===== src/rtl/subleq_cpu_param_if.sv =====
// Word-addressed memory bus between the SUBLEQ core (master) and its memory (slave).
// mem_op: 00 read, 01 write, 11 idle; a request completes in a cycle with mem_ready=1.
interface subleq_cpu_param_if #(
  parameter int unsigned DATA_W = 64,
  parameter int unsigned ADDR_W = 64
) ();
  logic [ADDR_W-1:0] mem_addr;
  logic [DATA_W-1:0] mem_wdata;
  logic [DATA_W-1:0] mem_rdata;
  logic [1:0]        mem_op;
  logic              mem_ready;

  modport master (
    output mem_addr, mem_wdata, mem_op,
    input  mem_rdata, mem_ready
  );

  modport slave (
    input  mem_addr, mem_wdata, mem_op,
    output mem_rdata, mem_ready
  );
endinterface


===== src/rtl/subleq_cpu_param.sv =====
// Parametrised SUBLEQ core: M[b] -= M[a]; branch to c when the result is <= 0.
// One sequential access per state over a stallable shared memory port.
module subleq_cpu_param #(
  parameter int unsigned       DATA_W      = 64,
  parameter int unsigned       ADDR_W      = 64,
  parameter logic [ADDR_W-1:0] PC_RESET    = '0,
  parameter bit                HALT_ON_NEG = 1'b1,
  parameter int unsigned       CNT_W       = 32
) (
  input  logic                   clk,
  input  logic                   reset,
  input  logic                   run,
  subleq_cpu_param_if.master     mem,
  output logic                   halted,
  output logic [CNT_W-1:0]       retired,
  output logic [ADDR_W-1:0]      pc_out
);

  typedef enum logic [2:0] {
    DISPATCH,
    RD_A,
    RD_B,
    RD_MA,
    RD_MB,
    WR,
    RD_C
  } state_t;

  localparam logic [1:0] OP_READ  = 2'b00;
  localparam logic [1:0] OP_WRITE = 2'b01;
  localparam logic [1:0] OP_IDLE  = 2'b11;

  state_t state;
  state_t state_nxt;

  logic [ADDR_W-1:0] pc;
  logic [ADDR_W-1:0] a;
  logic [ADDR_W-1:0] b;
  logic [DATA_W-1:0] va;
  logic [DATA_W-1:0] res;
  logic              res_le0;
  logic              neg_target;

  assign res_le0    = res[DATA_W-1] | (res == '0);
  assign neg_target = HALT_ON_NEG && mem.mem_rdata[DATA_W-1];
  assign pc_out     = pc;

  always_ff @(posedge clk) begin
    if (!reset) begin
      state <= DISPATCH;
    end else begin
      state <= state_nxt;
    end
  end

  always_comb begin
    state_nxt = state;
    case (state)
      DISPATCH: if (!halted && run) state_nxt = RD_A;
      RD_A:     if (mem.mem_ready) state_nxt = RD_B;
      RD_B:     if (mem.mem_ready) state_nxt = RD_MA;
      RD_MA:    if (mem.mem_ready) state_nxt = RD_MB;
      RD_MB:    if (mem.mem_ready) state_nxt = WR;
      WR:       if (mem.mem_ready) state_nxt = res_le0 ? RD_C : DISPATCH;
      RD_C:     if (mem.mem_ready) state_nxt = DISPATCH;
      default:  state_nxt = DISPATCH;
    endcase
  end

  // Bus outputs are a pure decode of state and registers, never of mem_rdata/mem_ready.
  always_comb begin
    mem.mem_op    = OP_IDLE;
    mem.mem_addr  = '0;
    mem.mem_wdata = '0;
    case (state)
      RD_A: begin
        mem.mem_op   = OP_READ;
        mem.mem_addr = pc;
      end
      RD_B: begin
        mem.mem_op   = OP_READ;
        mem.mem_addr = pc + ADDR_W'(1);
      end
      RD_MA: begin
        mem.mem_op   = OP_READ;
        mem.mem_addr = a;
      end
      RD_MB: begin
        mem.mem_op   = OP_READ;
        mem.mem_addr = b;
      end
      WR: begin
        mem.mem_op    = OP_WRITE;
        mem.mem_addr  = b;
        mem.mem_wdata = res;
      end
      RD_C: begin
        mem.mem_op   = OP_READ;
        mem.mem_addr = pc + ADDR_W'(2);
      end
      default: ;
    endcase
  end

  always_ff @(posedge clk) begin
    if (!reset) begin
      pc      <= PC_RESET;
      a       <= '0;
      b       <= '0;
      va      <= '0;
      res     <= '0;
      retired <= '0;
      halted  <= 1'b0;
    end else if (mem.mem_ready) begin
      case (state)
        RD_A:  a   <= mem.mem_rdata[ADDR_W-1:0];
        RD_B:  b   <= mem.mem_rdata[ADDR_W-1:0];
        RD_MA: va  <= mem.mem_rdata;
        RD_MB: res <= mem.mem_rdata - va;
        WR: begin
          if (!res_le0) begin
            pc      <= pc + ADDR_W'(3);
            retired <= retired + CNT_W'(1);
          end
        end
        RD_C: begin
          retired <= retired + CNT_W'(1);
          if (neg_target) begin
            halted <= 1'b1;
          end else begin
            pc <= mem.mem_rdata[ADDR_W-1:0];
          end
        end
        default: ;
      endcase
    end
  end

endmodule


===== src/flat_wrapper.sv =====
// flat-port wrapper written by rule: the top's interface ports become plain ports
module subleq_cpu_param_flat 
#(
  parameter int unsigned       DATA_W      = 64,
  parameter int unsigned       ADDR_W      = 64,
  parameter logic [ADDR_W-1:0] PC_RESET    = '0,
  parameter bit                HALT_ON_NEG = 1'b1,
  parameter int unsigned       CNT_W       = 32
)
  (clk, reset, run, halted, retired, pc_out, mem_mem_addr, mem_mem_wdata, mem_mem_op, mem_mem_rdata, mem_mem_ready);
  subleq_cpu_param_if #(.DATA_W(DATA_W), .ADDR_W(ADDR_W)) mem_i ();
  input  logic clk;
  input  logic reset;
  input  logic run;
  output logic halted;
  output logic [CNT_W-1:0] retired;
  output logic [ADDR_W-1:0] pc_out;
  output wire logic [$bits(mem_i.mem_addr)-1:0] mem_mem_addr;
  output wire logic [$bits(mem_i.mem_wdata)-1:0] mem_mem_wdata;
  output wire logic [$bits(mem_i.mem_op)-1:0] mem_mem_op;
  input wire logic [$bits(mem_i.mem_rdata)-1:0] mem_mem_rdata;
  input wire logic [$bits(mem_i.mem_ready)-1:0] mem_mem_ready;
  assign mem_mem_addr = mem_i.mem_addr;
  assign mem_mem_wdata = mem_i.mem_wdata;
  assign mem_mem_op = mem_i.mem_op;
  assign mem_i.mem_rdata = mem_mem_rdata;
  assign mem_i.mem_ready = mem_mem_ready;
  subleq_cpu_param #(.DATA_W(DATA_W), .ADDR_W(ADDR_W), .PC_RESET(PC_RESET), .HALT_ON_NEG(HALT_ON_NEG), .CNT_W(CNT_W)) u_core (.clk(clk), .reset(reset), .run(run), .mem(mem_i), .halted(halted), .retired(retired), .pc_out(pc_out));
endmodule

===== config.mk =====
export PLATFORM = sky130hd
export DESIGN_NAME = subleq_cpu_param_flat
export DESIGN_NICKNAME = d
export VERILOG_FILES = /design/src/rtl/subleq_cpu_param_if.sv /design/src/rtl/subleq_cpu_param.sv /design/src/flat_wrapper.sv
export SDC_FILE = /design/constraint.sdc
export NUM_CORES = 1
export LEC_CHECK = 0
export BUFFER_PORTS_ARGS = -buffer_cell sky130_fd_sc_hd__clkbuf_2
export CAP_MARGIN = 20
export CORE_UTILIZATION = 55
export CTS_CLUSTER_DIAMETER = 100
export DETAILED_ROUTE_END_ITERATION = 6
export PLACE_DENSITY = 0.84
export SLEW_MARGIN = 5
export SYNTH_ARGS = -nofsm -noshare
export SYNTH_HDL_FRONTEND = slang
export SYNTH_SLANG_ARGS = --single-unit
export TNS_END_PERCENT = 50

===== constraint.sdc =====
create_clock -name clk -period 4.3 [get_ports clk]
set_clock_uncertainty 0.2 [all_clocks]
set_input_delay 0 -clock clk [delete_from_list [all_inputs] [get_ports clk]]
set_output_delay 0 -clock clk [all_outputs]
set_load 0.005 [all_outputs]

==> metrics.txt, run 1 <==
# TYPE chip_impl_metric gauge
chip_impl_metric{name="max-slew-margin-rel",unit="%"} 34.55
chip_impl_info{name="crit-reg2reg-launch",value="u_core.pc_out[0]"} 1
chip_impl_metric{name="reg2reg_setup_slack",unit="ps"} 720
chip_impl_metric{name="finalHoldViolCount",unit=""} 0
chip_impl_metric{name="finish.net_count",unit=""} 3547
chip_impl_metric{name="grt-ovfl-total",unit=""} 0
chip_impl_info{name="route.top_layer_used",value="met4"} 1
chip_impl_metric{name="fmax",unit="MHz"} 237.4
chip_impl_metric{name="vias",unit=""} 25254
chip_impl_metric{name="layout.cell_area.non_filler",unit="um2"} 25920
chip_impl_metric{name="layoutNonFillerInstCount",unit=""} 3964
chip_impl_info{name="ctsRootBufferMaster",value="clkbuf_16"} 1
chip_impl_info{name="synth.area.top_cells",value="dfxtp_1, nand2_1, a21oi_1"} 1
chip_impl_info{name="worst_setup_path_endpoint",value="mem_mem_addr[43]"} 1
chip_impl_metric{name="timing.critical_path.fanout_max",unit=""} 8
chip_impl_metric{name="mappedNetlistArea",unit="um2"} 22200
chip_impl_metric{name="globalplace.congestion",unit=""} 1.069
chip_impl_info{name="end_kind",value="primary output"} 1
chip_impl_metric{name="fp.dieArea",unit="um2"} 41170
chip_impl_info{name="most_used_standard_cell_by_instance_count_after_synthesis",value="nand2_1"} 1
chip_impl_metric{name="design_power_total",unit="W"} 0.008510
chip_impl_metric{name="synth_async_sr_flop_share",unit="%"} 0
chip_impl_metric{name="grt_resource_usage_total",unit="%"} 40.85
chip_impl_metric{name="synth_seq_cells",unit=""} 356
chip_impl_metric{name="portBuffers",unit=""} 294
chip_impl_metric{name="detail_route.iter0.violations",unit=""} 3036
chip_impl_info{name="synthDominantAreaCellType",value="dfxtp_1"} 1
chip_impl_metric{name="synth_edf_count",unit=""} 0
chip_impl_metric{name="rr_worst_depth",unit=""} 10
chip_impl_metric{name="antenna-diode-count",unit=""} 0
chip_impl_metric{name="chipHeight",unit="um"} 202.9
chip_impl_metric{name="fp-row-count",unit=""} 73
chip_impl_metric{name="synthDistinctLibCells",unit=""} 91
chip_impl_metric{name="pin_count",unit=""} 295
chip_impl_info{name="tritoncts",value="done"} 1
chip_impl_info{name="critPathLaunch",value="u_core.pc_out[1]"} 1
chip_impl_metric{name="drive_gt1_share",unit="%"} 14.02
chip_impl_metric{name="die-width",unit="um"} 202.9
chip_impl_metric{name="cellPowerDensity",unit="nW/um2"} 328.3
chip_impl_info{name="r2r_end",value="u_core.pc_out[52]"} 1
chip_impl_metric{name="clock_tree.buffer_depth",unit=""} 3
chip_impl_info{name="setup.worst_path.class",value="reg2out"} 1
chip_impl_metric{name="final-setup-viol-count",unit=""} 0
chip_impl_metric{name="synth_simple_gate_area_share",unit="%"} 29.00
chip_impl_metric{name="first_global_vias",unit=""} 22822
chip_impl_metric{name="synth-compound-area-share",unit="%"} 23.80
chip_impl_metric{name="initial_utilization",unit="%"} 55.87
chip_impl_metric{name="max_cap_viol_count",unit=""} 0
chip_impl_metric{name="max-vdd-ir-drop",unit="mV"} 0.2927
chip_impl_metric{name="dp.final_hpwl",unit="um"} 62610
chip_impl_metric{name="synth.yosys.warnings",unit=""} 0
chip_impl_metric{name="detailroute.wirelength.met3",unit="um"} 8795
chip_impl_metric{name="final_antenna_net_count",unit=""} 0
chip_impl_info{name="cp-start-kind",value="flip-flop"} 1
chip_impl_metric{name="clock_sinks",unit=""} 356
chip_impl_metric{name="core_area",unit="um2"} 39730
chip_impl_metric{name="fin_crit",unit="ps"} 4212
chip_impl_metric{name="grt_start_max_net_pins",unit=""} 142
chip_impl_info{name="largest_family_of_logic_cells_by_synthesized_area",value="simple AND/OR/NAND/NOR gates"} 1
chip_impl_metric{name="antenna_found_initial",unit=""} 0
chip_impl_info{name="synth_flop_cell",value="dfxtp_1"} 1
chip_impl_info{name="rsz0062_at_grt",value="false"} 1
chip_impl_info{name="synth_commonest_cells",value="nand2_1, a21oi_1, dfxtp_1"} 1
chip_impl_metric{name="detail_route.wirelength.met1",unit="um"} 34470
chip_impl_metric{name="dpl_cell_area",unit="um2"} 23870
chip_impl_metric{name="clkLatencyLatePin",unit="ps"} 580
chip_impl_metric{name="via_per_inst",unit=""} 6.371
chip_impl_metric{name="remaining_drc_errors",unit=""} 15
chip_impl_metric{name="placed_cells",unit=""} 3826
chip_impl_metric{name="area_growth_syn_to_layout",unit="%"} 16.75
chip_impl_metric{name="mappedNetlistNets",unit=""} 3319
chip_impl_metric{name="xor_xnor_portion_of_the_synthesized_cell_area",unit="%"} 3.669
chip_impl_metric{name="htreeDepth",unit=""} 2
chip_impl_info{name="violated_checks",value="DRC"} 1
chip_impl_metric{name="synth.area.mux_share",unit="%"} 1.279
chip_impl_metric{name="first_pass_grt_wire_length",unit="um"} 131700
chip_impl_metric{name="maxSlewViolCount",unit=""} 0
chip_impl_metric{name="tightestPinTransition",unit="ps"} 978.1
chip_impl_info{name="worst_hold_check_path_type",value="in2reg"} 1
chip_impl_metric{name="cts_buffers",unit=""} 39
chip_impl_metric{name="worst_ep_required_time",unit="ps"} 4100
chip_impl_metric{name="wire_per_inst",unit="um"} 22.08
chip_impl_metric{name="layout_worst_path_cycle_share",unit="%"} 97.95
chip_impl_metric{name="syn_inst",unit=""} 3182
chip_impl_metric{name="finalWirelength",unit="um"} 87520
chip_impl_metric{name="syn-mean-instance-area",unit="um2"} 6.977
chip_impl_metric{name="length_of_the_first_detailed_routing_pass_in_iterations",unit=""} 7
chip_impl_metric{name="final_sum_of_negative_setup_slack",unit="ps"} 0
chip_impl_metric{name="cellLeakagePower",unit="nW"} 9.663
chip_impl_metric{name="met2_length",unit="um"} 38290
chip_impl_metric{name="synth_largest_type_area_fraction",unit="%"} 32.10
chip_impl_metric{name="post_synth_fa_ha_maj_area_fraction",unit="%"} 3.923
chip_impl_metric{name="cp.arrival",unit="ps"} 4010
chip_impl_metric{name="synth-seq-area-share",unit="%"} 32.10
chip_impl_info{name="run_status",value="finished, violations left"} 1
chip_impl_metric{name="clkTransAtPathRegs",unit="ps"} 60
==> cells by family after synthesis <==
group                    Yosys count
AND/OR/NAND/NOR                 1416
XOR/XNOR                          93
multiplexers                      28
buffers and inverters            335
flip-flops                       356
AO/OA/AOI/OAI                    885
adder cells (fa/ha/maj)           69
==> layout by cell type (no fill, tap or decap), types with 46 or more instances in the layout <==
master,netlist,final
ha_1,68,68
nand3_1,94,94
nand2_1,696,691
dlygate4sd3_1,0,68
nand4_1,64,64
a21oi_1,440,440
dfxtp_1,356,354
and3_1,106,105
o21ai_0,174,174
xnor2_1,46,46
nor2_1,245,243
inv_1,102,101
buf_4,13,54
clkbuf_2,3,294
nor3_1,54,53
xor2_1,47,47
==> per-layer routing <==
layer	track usage [%]	vias up
li1	-	11613
met1	52.51	11831
met2	63.38	1502
met3	8.026	308
met4	24.22	0
met5	0	-
==> critical path, cell delays in order, from the launching register on <==
cell	delay, ps
dfxtp_1	510
ha_1	310
nand3_1	200
or2_2	410
nor2_1	360
nand2_1	240
or2_2	350
nor2_1	230
nand2_1	100
xor2_1	140
o21ai_0	380
clkbuf_2	200
==> power breakdown <==
part / leakage [nW] / switching, W / internal [W]
clock network: 0.673 / 0.00145 / 0.00215
logic: 6.12 / 0.00101 / 0.000445
registers: 2.87 / 0.0000605 / 0.00340
==> flip-flops by register name (all words and copies together), names as in the netlist <==
signal and flops:
u_core.a 64, u_core.pc_out 64, u_core.state 3, u_core.res 64, u_core.retired 32, u_core.b 64, u_core.halted 1, u_core.va 64
==> worst min path at each step <==
stage / cells past startpoint / slack (ps) / endpoint / start
after global placement: 3 / 110 / u_core.a[21] / mem_mem_rdata[21]
final: 4 / 120 / u_core.a[1] / mem_mem_rdata[1]
after detailed placement: 3 / 120 / u_core.a[21] / mem_mem_rdata[21]
after CTS: 4 / 90 / u_core.a[1] / mem_mem_rdata[1]
after global routing: 4 / 120 / u_core.va[1] / mem_mem_rdata[1]
after floorplan: 2 / -60 / u_core.a[32] / mem_mem_rdata[32]
==> final cells by class <==
cell class                      count  area (um2)
Sequential cell                   356        7129
Timing Repair Buffer              420        2638
Multi-Input combinational cell   2491       13740
Clock inverter                     10       138.9
Fill cell                        3561       13810
Clock buffer                       60        1227
Inverter                          102       390.4
Tap cell                          525       656.9
==> metrics by stage <==
step	hold WS [ps]	setup slack (ps)	util (%)
finish	115.6	88.32	65.23
global route	115.8	33.76	65.23
CTS	89.57	223.6	65.22
detailed placement	118.1	831.8	60.07
global placement	106.8	877.3	60.07
floorplan	-64.04	1405	-
==> what timing repair did <==
action                     in CTS  in global routing
hold endpoints to repair      326                  0
setup buffers                   0                  0
setup endpoints to repair       0                  1
hold buffers                   68                  0
resized for setup               0                  1
(Power assumes the default switching activity.)
==> run 2: changes to the inputs <==
ABC_AREA = 1   (was default)
PLACE_DENSITY = 0.83   (was 0.84)
==> run 2 against run 1 <==
Effect of this change:
- the run still ends with DRC left
- cell count is 36% higher
- maximum frequency up 13%
- design area is 16% higher
- wire length is 26% higher
- die area rose by 17%
- setup slack better by 470 ps
- sequential share of layout area down 3.8 points
- clock-buffer cell count shrank 3
- sequential power rose by 13%
- clock power grew 9.7%
- combinational power grew 120%
- global-route usage increased by 3.9 points
- largest power group unchanged
==> metrics.txt, run 2 <==
# TYPE chip_impl_metric gauge
chip_impl_metric{name="final_sum_of_negative_setup_slack",unit="ps"} 0
chip_impl_info{name="end_kind",value="primary output"} 1
chip_impl_info{name="run_status",value="finished, violations left"} 1
chip_impl_metric{name="max_stage_delay",unit="ps"} 730
chip_impl_metric{name="initial_utilization",unit="%"} 55.76
chip_impl_metric{name="final_antenna_net_count",unit=""} 0
chip_impl_metric{name="antenna-diode-count",unit=""} 0
chip_impl_info{name="cpLargestDelayFamily",value="simple AND/OR/NAND/NOR gates"} 1
chip_impl_metric{name="detail_route.iter0.violations",unit=""} 3409
chip_impl_metric{name="cp_num_cells",unit=""} 7
chip_impl_metric{name="fp-row-count",unit=""} 79
chip_impl_metric{name="dp.final_hpwl",unit="um"} 83030
chip_impl_metric{name="wire_per_inst",unit="um"} 20.47
chip_impl_metric{name="synth_edf_count",unit=""} 0
chip_impl_metric{name="post_cts.repair.setup_buffers",unit=""} 0
chip_impl_metric{name="cp.arrival",unit="ps"} 3540
chip_impl_metric{name="seq_power_share",unit="%"} 35.4
chip_impl_metric{name="pwr-share-comb",unit="%"} 28.9
chip_impl_info{name="cp-start-kind",value="flip-flop"} 1
chip_impl_metric{name="final-seq-area",unit="um2"} 7127
chip_impl_metric{name="max-vdd-ir-drop",unit="mV"} 0.3973
chip_impl_metric{name="antenna_found_initial",unit=""} 1
chip_impl_metric{name="chipHeight",unit="um"} 219.3
chip_impl_metric{name="fillCellCount",unit=""} 4505
chip_impl_metric{name="drive_gt1_share",unit="%"} 9.740
chip_impl_metric{name="fmax",unit="MHz"} 267.6
chip_impl_metric{name="synth_seq_cells",unit=""} 356
chip_impl_metric{name="dpl_cell_area",unit="um2"} 27790
chip_impl_metric{name="synth-seq-area-share",unit="%"} 27.45
chip_impl_metric{name="remaining_drc_errors",unit=""} 3
chip_impl_metric{name="mappedNetlistArea",unit="um2"} 25960
chip_impl_metric{name="power.clock.fraction",unit="%"} 35.7
chip_impl_info{name="r2r_end",value="u_core.va[30]"} 1
chip_impl_info{name="violated_checks",value="DRC"} 1
chip_impl_metric{name="finalHoldViolCount",unit=""} 0
chip_impl_metric{name="power.net_switching",unit="W"} 0.004055
chip_impl_info{name="critPathMostFrequentCell",value="nand2_1"} 1
chip_impl_metric{name="mappedNetlistNets",unit=""} 4612
chip_impl_info{name="tritoncts",value="done"} 1
chip_impl_info{name="holdCritStartpoint",value="mem_mem_rdata[6]"} 1
chip_impl_metric{name="hold_depth",unit=""} 4
chip_impl_metric{name="power.internal",unit="W"} 0.006995
chip_impl_metric{name="via_per_inst",unit=""} 5.783
chip_impl_metric{name="grt-ovfl-total",unit=""} 0
chip_impl_metric{name="synthDistinctLibCells",unit=""} 49
chip_impl_info{name="synth_commonest_cells",value="nand2_1, inv_1, nor2_1"} 1
chip_impl_metric{name="maxSlewViolCount",unit=""} 0
chip_impl_metric{name="cellPowerDensity",unit="nW/um2"} 368.3
chip_impl_metric{name="clock_tree.buffer_depth",unit=""} 3
chip_impl_info{name="setup.worst_path.class",value="reg2out"} 1
chip_impl_info{name="worst_hold_check_path_type",value="in2reg"} 1
chip_impl_info{name="most_used_standard_cell_by_instance_count_after_synthesis",value="nand2_1"} 1
chip_impl_metric{name="globalplace.congestion",unit=""} 1.083
chip_impl_metric{name="synth.yosys.warnings",unit=""} 0
chip_impl_info{name="mostFrequentLayoutCell",value="nand2_1"} 1
chip_impl_metric{name="rr_worst_depth",unit=""} 9
chip_impl_info{name="ctsRootBufferMaster",value="clkbuf_16"} 1
chip_impl_metric{name="grt_resource_usage_total",unit="%"} 44.76
chip_impl_metric{name="cts_hold_buffers",unit=""} 70
chip_impl_info{name="synth_flop_cell",value="dfxtp_1"} 1
chip_impl_metric{name="clkLatencyLatePin",unit="ps"} 580
chip_impl_info{name="synthDominantAreaCellType",value="dfxtp_1"} 1
chip_impl_metric{name="worst_ep_required_time",unit="ps"} 4100
chip_impl_metric{name="finalWirelength",unit="um"} 110100
chip_impl_metric{name="final-setup-viol-count",unit=""} 0
chip_impl_info{name="worstPathCellList",value="nand3_4 -> nand2_1 -> nand2_1 -> nor2_1 -> nand2_1 -> o311ai_0 -> clkbuf_2"} 1
chip_impl_metric{name="core_area",unit="um2"} 46560
chip_impl_metric{name="tightestPinTransition",unit="ps"} 965.5
chip_impl_info{name="crit-reg2reg-launch",value="u_core.state[1]"} 1
chip_impl_metric{name="placed_cells",unit=""} 5235
chip_impl_metric{name="path_buf_inv",unit=""} 1
chip_impl_metric{name="first_pass_grt_wire_length",unit="um"} 163200
chip_impl_metric{name="vias",unit=""} 31118
chip_impl_metric{name="pin_count",unit=""} 295
chip_impl_metric{name="netSwitchingFraction",unit="%"} 36.69
chip_impl_metric{name="layoutNonFillerInstCount",unit=""} 5381
chip_impl_metric{name="length_of_the_first_detailed_routing_pass_in_iterations",unit=""} 7
chip_impl_metric{name="layout.cell_area.non_filler",unit="um2"} 30000
chip_impl_metric{name="first_global_vias",unit=""} 28333
chip_impl_metric{name="syn-mean-instance-area",unit="um2"} 5.801
chip_impl_metric{name="timing.critical_path.fanout_max",unit=""} 35
chip_impl_metric{name="layout_worst_path_cycle_share",unit="%"} 86.92
chip_impl_info{name="mostFrequentLayoutCells",value="nand2_1, inv_1, nor2_1, dfxtp_1, o21ai_0"} 1
chip_impl_metric{name="grt_start_max_net_pins",unit=""} 114
chip_impl_info{name="crit_slowest_cell",value="o311ai_0"} 1
chip_impl_metric{name="portBuffers",unit=""} 294
chip_impl_metric{name="fin_crit",unit="ps"} 3738
chip_impl_metric{name="syn_inst",unit=""} 4475
chip_impl_metric{name="ctsResizeCount",unit=""} 0
chip_impl_info{name="hold_end",value="u_core.va[6]"} 1
chip_impl_metric{name="synth_async_sr_flop_share",unit="%"} 0
chip_impl_metric{name="reg2reg_setup_slack",unit="ps"} 1030
chip_impl_metric{name="multi_input_area",unit="um2"} 15350
chip_impl_metric{name="synth_largest_type_area_fraction",unit="%"} 27.45
chip_impl_metric{name="area_growth_syn_to_layout",unit="%"} 15.57
chip_impl_metric{name="max_cap_viol_count",unit=""} 0
chip_impl_metric{name="clock_sinks",unit=""} 356
chip_impl_info{name="rsz0062_at_grt",value="false"} 1
chip_impl_metric{name="cts_buffers",unit=""} 42
chip_impl_metric{name="cellLeakagePower",unit="nW"} 14.47
chip_impl_metric{name="fp.dieArea",unit="um2"} 48070
chip_impl_metric{name="max-slew-margin-rel",unit="%"} 35.63
chip_impl_metric{name="finish.net_count",unit=""} 4880
chip_impl_metric{name="htreeDepth",unit=""} 2
chip_impl_info{name="synth.area.top_cells",value="dfxtp_1, nand2_1, inv_1"} 1
chip_impl_metric{name="die-width",unit="um"} 219.3
chip_impl_metric{name="clkTransAtPathRegs",unit="ps"} 60
==> run 2: changes by cell type after synthesis, moves of 111 or more <==
cell     before   now
a21oi_1     440   329
nand2_1     696  1193
nor2_1      245   586
nand3_1      94   258
inv_1       102   729
o21ai_0     174   337
==> run 2: how the worst max path moves through the flow <==
stage | from | end | slack (ps)
finish | u_core.state[2] | mem_mem_addr[27] | 560
global placement | u_core.state[2] | mem_mem_addr[27] | 1400
global route | u_core.pc_out[2] | mem_mem_addr[63] | 520
CTS | u_core.state[2] | mem_mem_addr[27] | 730
detailed placement | u_core.state[2] | mem_mem_addr[27] | 1360
floorplan | u_core.va[0] | u_core.res[44] | 2120
==> run 2: kinds of logic (layout without fill, tap and decap cells) <==
family	after synthesis	after routing	share of synthesized area, %
compound gates	810	810	17.08
xor+xnor	74	74	2.497
fa+ha+maj	69	69	3.355
buf+inv	916	1215	13.57
flops	356	356	27.45
simple gates	2250	2250	36.05
==> run 2: per-layer routing <==
layer	part of all wire [%]	up-vias	global-route usage, %
met5	0.025	-	0
met2	43	1871	69.84
met3	11	436	9.730
met1	39	14025	55.66
met4	7.3	4	28.75
li1	-	14782	-
==> run 2: power by group through the flow <==
stage	Combinational (W)	Clock, W	Sequential (W)
2_1_floorplan	0.00197	0	0.00389
5_1_grt	0.00344	0.00409	0.00394
3_3_place_gp	0.00296	0	0.00395
3_5_place_dp	0.00301	0	0.00395
4_1_cts	0.00308	0.00394	0.00389
6_report	0.00320	0.00394	0.00391
==> run 2: layout make-up <==
cell class | instances | share of cell area [%]
Sequential cell | 356 | 23.76
Tap cell | 607 | 2.531
Multi-Input combinational cell | 3203 | 51.17
Clock inverter | 18 | 0.9258
Inverter | 738 | 9.242
Clock buffer | 57 | 4.037
Timing Repair Buffer | 402 | 8.337
==> run 2: worst min-delay path, stage by stage <==
cell and delay, ps:
dlygate4sd3_1 520, clkbuf_2 140, o21ai_0 90, a21oi_1 110
==> run 2: metrics by stage <==
stage                     total power, W  utilization (%)  setup slack (ps)  hold WS [ps]
after floorplan                 0.005857                -              2124        -65.10
after global placement          0.006902            59.70              1396         89.33
after detailed placement        0.006959            59.70              1361         116.2
after CTS                        0.01091            64.40             733.8         98.13
after global routing             0.01146            64.44             515.9         151.8
final                            0.01105            64.44             562.4         121.8
